--- config.mk ---
export PLATFORM = sky130hd
export DESIGN_NAME = ex_result_buffer
export DESIGN_NICKNAME = d
export VERILOG_FILES = /design/src/rtl/ex_result_buffer.sv
export SDC_FILE = /design/constraint.sdc
export NUM_CORES = 1
export LEC_CHECK = 0
export CAP_MARGIN = 20
export CORE_UTILIZATION = 30
export DETAILED_ROUTE_END_ITERATION = 8
export PLACE_DENSITY = 0.67
export SLEW_MARGIN = 20
export SYNTH_ARGS = -nofsm -noshare
export SYNTH_HDL_FRONTEND = slang
export SYNTH_SLANG_ARGS = --single-unit
--- constraint.sdc ---
create_clock -name clk -period 1.5 [get_ports clk]
set_clock_uncertainty 0.1 [all_clocks]
set_input_delay 0.225 -clock clk [delete_from_list [all_inputs] [get_ports clk]]
set_output_delay 0.225 -clock clk [all_outputs]
set_load 0.05 [all_outputs]
--- src/rtl/ex_result_buffer.sv ---
// ex_result_buffer: execute-stage result select into a 2-entry skid buffer with forwarding tap
module ex_result_buffer #(
  parameter int DATA_W = 32,
  parameter int REG_W  = 5
) (
  input  logic              clk,
  input  logic              rst_n,
  input  logic              flush,
  input  logic              in_valid,
  output logic              in_ready,
  input  logic [3:0]        aluOp,
  input  logic [DATA_W-1:0] alu_result,
  input  logic [DATA_W-1:0] shift_out,
  input  logic [DATA_W-1:0] store_data,
  input  logic [REG_W-1:0]  rd,
  input  logic              reg_write,
  input  logic              mem_read,
  input  logic              mem_write,
  output logic              out_valid,
  input  logic              out_ready,
  output logic [DATA_W-1:0] out_result,
  output logic [DATA_W-1:0] out_store_data,
  output logic [REG_W-1:0]  out_rd,
  output logic              out_reg_write,
  output logic              out_mem_read,
  output logic              out_mem_write,
  output logic              fwd_valid,
  output logic [REG_W-1:0]  fwd_rd,
  output logic [DATA_W-1:0] fwd_result,
  output logic [1:0]        occupancy
);
  typedef struct packed {
    logic [DATA_W-1:0] res;
    logic [DATA_W-1:0] sd;
    logic [REG_W-1:0]  rd;
    logic              rw;
    logic              mr;
    logic              mw;
  } beat_t;
  typedef enum logic [1:0] {EMPTY = 2'd0, ONE = 2'd1, TWO = 2'd2} state_t;
  state_t state, state_nx;
  beat_t head, skid, cap;
  logic push, pop, ld_head, ld_skid, mv_skid;
  // opcodes 13..15 are the shift group; x0 writes are squashed here so they never forward
  always_comb begin
    cap.res = (aluOp >= 4'hD) ? shift_out : alu_result;
    cap.sd  = store_data;
    cap.rd  = rd;
    cap.rw  = reg_write & (rd != '0);
    cap.mr  = mem_read;
    cap.mw  = mem_write;
  end
  assign in_ready = state != TWO;
  assign out_valid = state != EMPTY;
  assign push = in_valid & in_ready & ~flush;
  assign pop = out_valid & out_ready;
  always_comb begin
    state_nx = state;
    ld_head = 1'b0;
    ld_skid = 1'b0;
    mv_skid = 1'b0;
    case (state)
      EMPTY: if (push) begin
        state_nx = ONE;
        ld_head = 1'b1;
      end
      ONE: if (push & pop) ld_head = 1'b1;
        else if (push) begin
          state_nx = TWO;
          ld_skid = 1'b1;
        end else if (pop) state_nx = EMPTY;
      TWO: if (pop) begin
        state_nx = ONE;
        mv_skid = 1'b1;
      end
      default: state_nx = EMPTY;
    endcase
    if (flush) state_nx = EMPTY;
  end
  always_ff @(posedge clk or negedge rst_n)
    if (!rst_n) state <= EMPTY;
    else state <= state_nx;
  always_ff @(posedge clk or negedge rst_n)
    if (!rst_n) begin
      head <= '0;
      skid <= '0;
    end else begin
      head <= ld_head ? cap : mv_skid ? skid : head;
      skid <= ld_skid ? cap : skid;
    end
  assign out_result = head.res;
  assign out_store_data = head.sd;
  assign out_rd = head.rd;
  assign out_reg_write = head.rw;
  assign out_mem_read = head.mr;
  assign out_mem_write = head.mw;
  assign fwd_valid = out_valid & head.rw;
  assign fwd_rd = head.rd;
  assign fwd_result = head.res;
  assign occupancy = state;
endmodule

==> key figures <==
Pwr
  – Power per cell area: roughly 1500 nW/um^2
  – Final Total Pwr: ~18 mW
  – Leakage: about 5.4 nW
  – Maximum vdd drop: a little over 0.8 mV

Logic synthesis
  – Syn Area/Cell: ~13 um^2
  – Post-synth top flop: dfrtp_1
  – Top cell type's share of synthesized area: a little over half
  – FF+latch count, synth: 146
  – Largest area contributor in the netlist: dfrtp_1
  – Post-synth EDFFs: 0
  – Post-synth cell types: 30
  – Sequential share of the synthesized area: between 50% and 60%
  – Ys Warns: 0
  – Top cells by area, synth: dfrtp_1, mux2i_1, a221o_1
  – Post-Synthesis Cells: 520
  – Post-synth top cells: dfrtp_1, mux2i_1, o21ai_0
  – Cell area after synthesis: 6710 um^2
  – Net Count, Synth: around 630
  – Most frequent cell after synthesis: dfrtp_1
  – Fraction of registers with async set/reset: 100%

Die
  – IO Pins: 227
  – Width of the chip: about 150 um
  – Die H: around 150 um
  – Die area: 23000 um^2
  – Initial core utilization: a little under a third
  – Core Rows: 54
  – Core ar.: 21900 um^2

Global route
  – Pin count of the biggest net entering global routing: 45
  – Vias in the first global route: roughly 5500
  – Global-route wire length before repair: 31.4 mm
  – Initial antenna violation count: 1
  – GRT overflow: 0
  – Tot GR Track Use: 18.4%

Worst setup path
  – Startpoint types: flop
  – CP required: 1.17 ns
  – Worst Path Arrival: 1.53 ns
  – CP Capture Type: output port
  – Crit path max fanout: 2
  – Flop-to-flop setup slack: -0.34 ns
  – Worst R2R Path Depth: 6
  – Launching point of the worst reg2reg path: occupancy[1]
  – Reg2reg end: out_store_data[6]
  – Kind of critical path: reg -> out

Drt
  – Detail-routed via count per cell: between 4 and 5
  – Drt initial violations: 203
  – Routed len/inst: just under 20 um
  – Vias: 5233
  – Residual DRC: 0
  – TritonRoute pass-1 iters: 4
  – Antenna viol nets, final: 0
  – Total length of routed wires: roughly 21 mm

STA
  – Fin crit period: ~1.9 ns
  – Final setup vio count: around 150
  – Worst setup margin: -0.351 ns
  – Slew headroom: a little over two thirds
  – Fin. Hold Viols: 0
  – Fmax: about 540 MHz
  – Slew Viols, Final: 0
  – Worst Max-Slew Pin Slew: around 0.43 ns
  – RSZ-0062 raised after global routing: yes
  – Final period util: 123%
  – Setup TNS: -36.07 ns

CTS
  – Total CTS buffers: 17
  – Later-pin clock latency in the skew report: approximately 0.41 ns
  – CTS clk-pin slew, worst paths: 0.06 ns
  – H-Tree Depth: 4
  – Number of clock sinks: around 150
  – CTS tree: built
  – Clk buf depth: 2
  – CTS Root Cell: clkbuf_16

Layout
  – Filler cells: ~1800
  – Multi-input gate area: about 2800 um^2
  – Sequential cell area: roughly 3700 um^2
  – Util after Layout: between 50% and 60%
  – Layout area overhead: 81.1%
  – Finished Cell Area: ~12000 um^2
  – Share of layout cells above drive strength 1: approximately 41%
  – Diodes inserted: 0
  – Final nets: a little under 900

Min path
  – Hold crit path type: in -> async

Place
  – Port Buffers: about 230
  – Area post-placement: between 10000 and 15000 um^2
  – Final GP Congestion: 0.725
  – Dpl ws: -0.596 ns
  – Post-DP HPWL: ~13 mm

Outcome
  – Status: finished, violations left
  – Failing checks: negative setup slack

Flow run
  – Max Cap Violations: 0
[registers in the layout, indices dropped and copies added (netlist names)]
name	flops
skid	72
fwd_result	32
out_store_data	32
fwd_rd	5
occupancy	2
out_mem_read	1
out_mem_write	1
out_reg_write	1
[layout by cell type, fill, tap and decap left out, types with 3 or more instances in the layout]
| cell | Yosys | final |
|---|---|---|
| clkdlybuf4s50_1 | 0 | 111 |
| buf_12 | 0 | 129 |
| mux2i_1 | 97 | 95 |
| inv_6 | 0 | 3 |
| buf_8 | 3 | 6 |
| o21ai_4 | 0 | 5 |
| mux2_2 | 29 | 27 |
| buf_6 | 4 | 22 |
| and2_1 | 41 | 39 |
| buf_16 | 0 | 13 |
| bufinv_16 | 0 | 4 |
| o21ai_2 | 0 | 33 |
| buf_4 | 40 | 20 |
| mux2_4 | 0 | 13 |
| clkbuf_16 | 0 | 20 |
| o21ai_1 | 3 | 26 |
| dfrtp_1 | 146 | 144 |
| a221o_1 | 40 | 40 |
[metal layers]
layer	GRT usage, %	wire [um]	vias up
li1	-	-	2369
met1	22.9	8640	2665
met3	4.82	1570	19
met2	31.8	10500	178
met5	0	13	-
met4	3.91	187	2
[per-stage QoR]
stage,hold slack (ns),std cells
2_1_floorplan,-0.171,520
3_3_place_gp,0.0305,990
3_5_place_dp,0.0328,990
4_1_cts,0.156,1064
5_1_grt,0.191,1064
6_report,0.182,1064
[cells by family after synthesis]
kind of cell / count (synthesis) / synth area share, %
AND/OR/NAND/NOR: 54 / 5.34
AO/OA/AOI/OAI: 110 / 11.5
multiplexers: 137 / 21.2
flip-flops: 146 / 54.5
buffers and inverters: 73 / 7.54
[worst max-delay path by stage]
stage	from	to	slack, ns	cells after the start
floorplan	occupancy[1]	fwd_result[24]	-0.27	5
global placement	in_valid	skid[55]	-0.55	7
detailed placement	in_valid	skid[58]	-0.60	7
CTS	occupancy[0]	fwd_valid	-0.35	4
global route	occupancy[0]	fwd_result[25]	-0.39	6
finish	occupancy[0]	fwd_valid	-0.35	4
[worst max-delay path: stages (launching register included)]
cell,delay (ns)
dfrtp_2,0.42
buf_6,0.12
or2_4,0.27
and2_4,0.17
buf_8,0.14
[report_power, final]
| part | internal [mW] | leakage (nW) | switching [mW] |
|---|---|---|---|
| sequential | 4.89 | 1.80 | 1.02 |
| clock | 2.87 | 0.306 | 1.67 |
| combinational | 3.78 | 3.27 | 3.48 |
[layout make-up]
cell class / instances / area share, %
Timing Repair Buffer: 307 / 38.4
Tap cell: 280 / 2.88
Sequential cell: 146 / 30.1
Multi-Input combinational cell: 301 / 23.4
Clock inverter: 11 / 1.45
Clock buffer: 19 / 3.73
[what timing repair did]
item,4_1_cts,5_1_grt
pin swaps,7,9
buffers inserted,25,7
endpoints found under the setup margin,147,151
hold buffers,1,0
gates cloned,18,4
endpoints found under the hold margin,146,0
gates resized for setup,145,47
No activity file was read; power rests on OpenSTA's default activity.
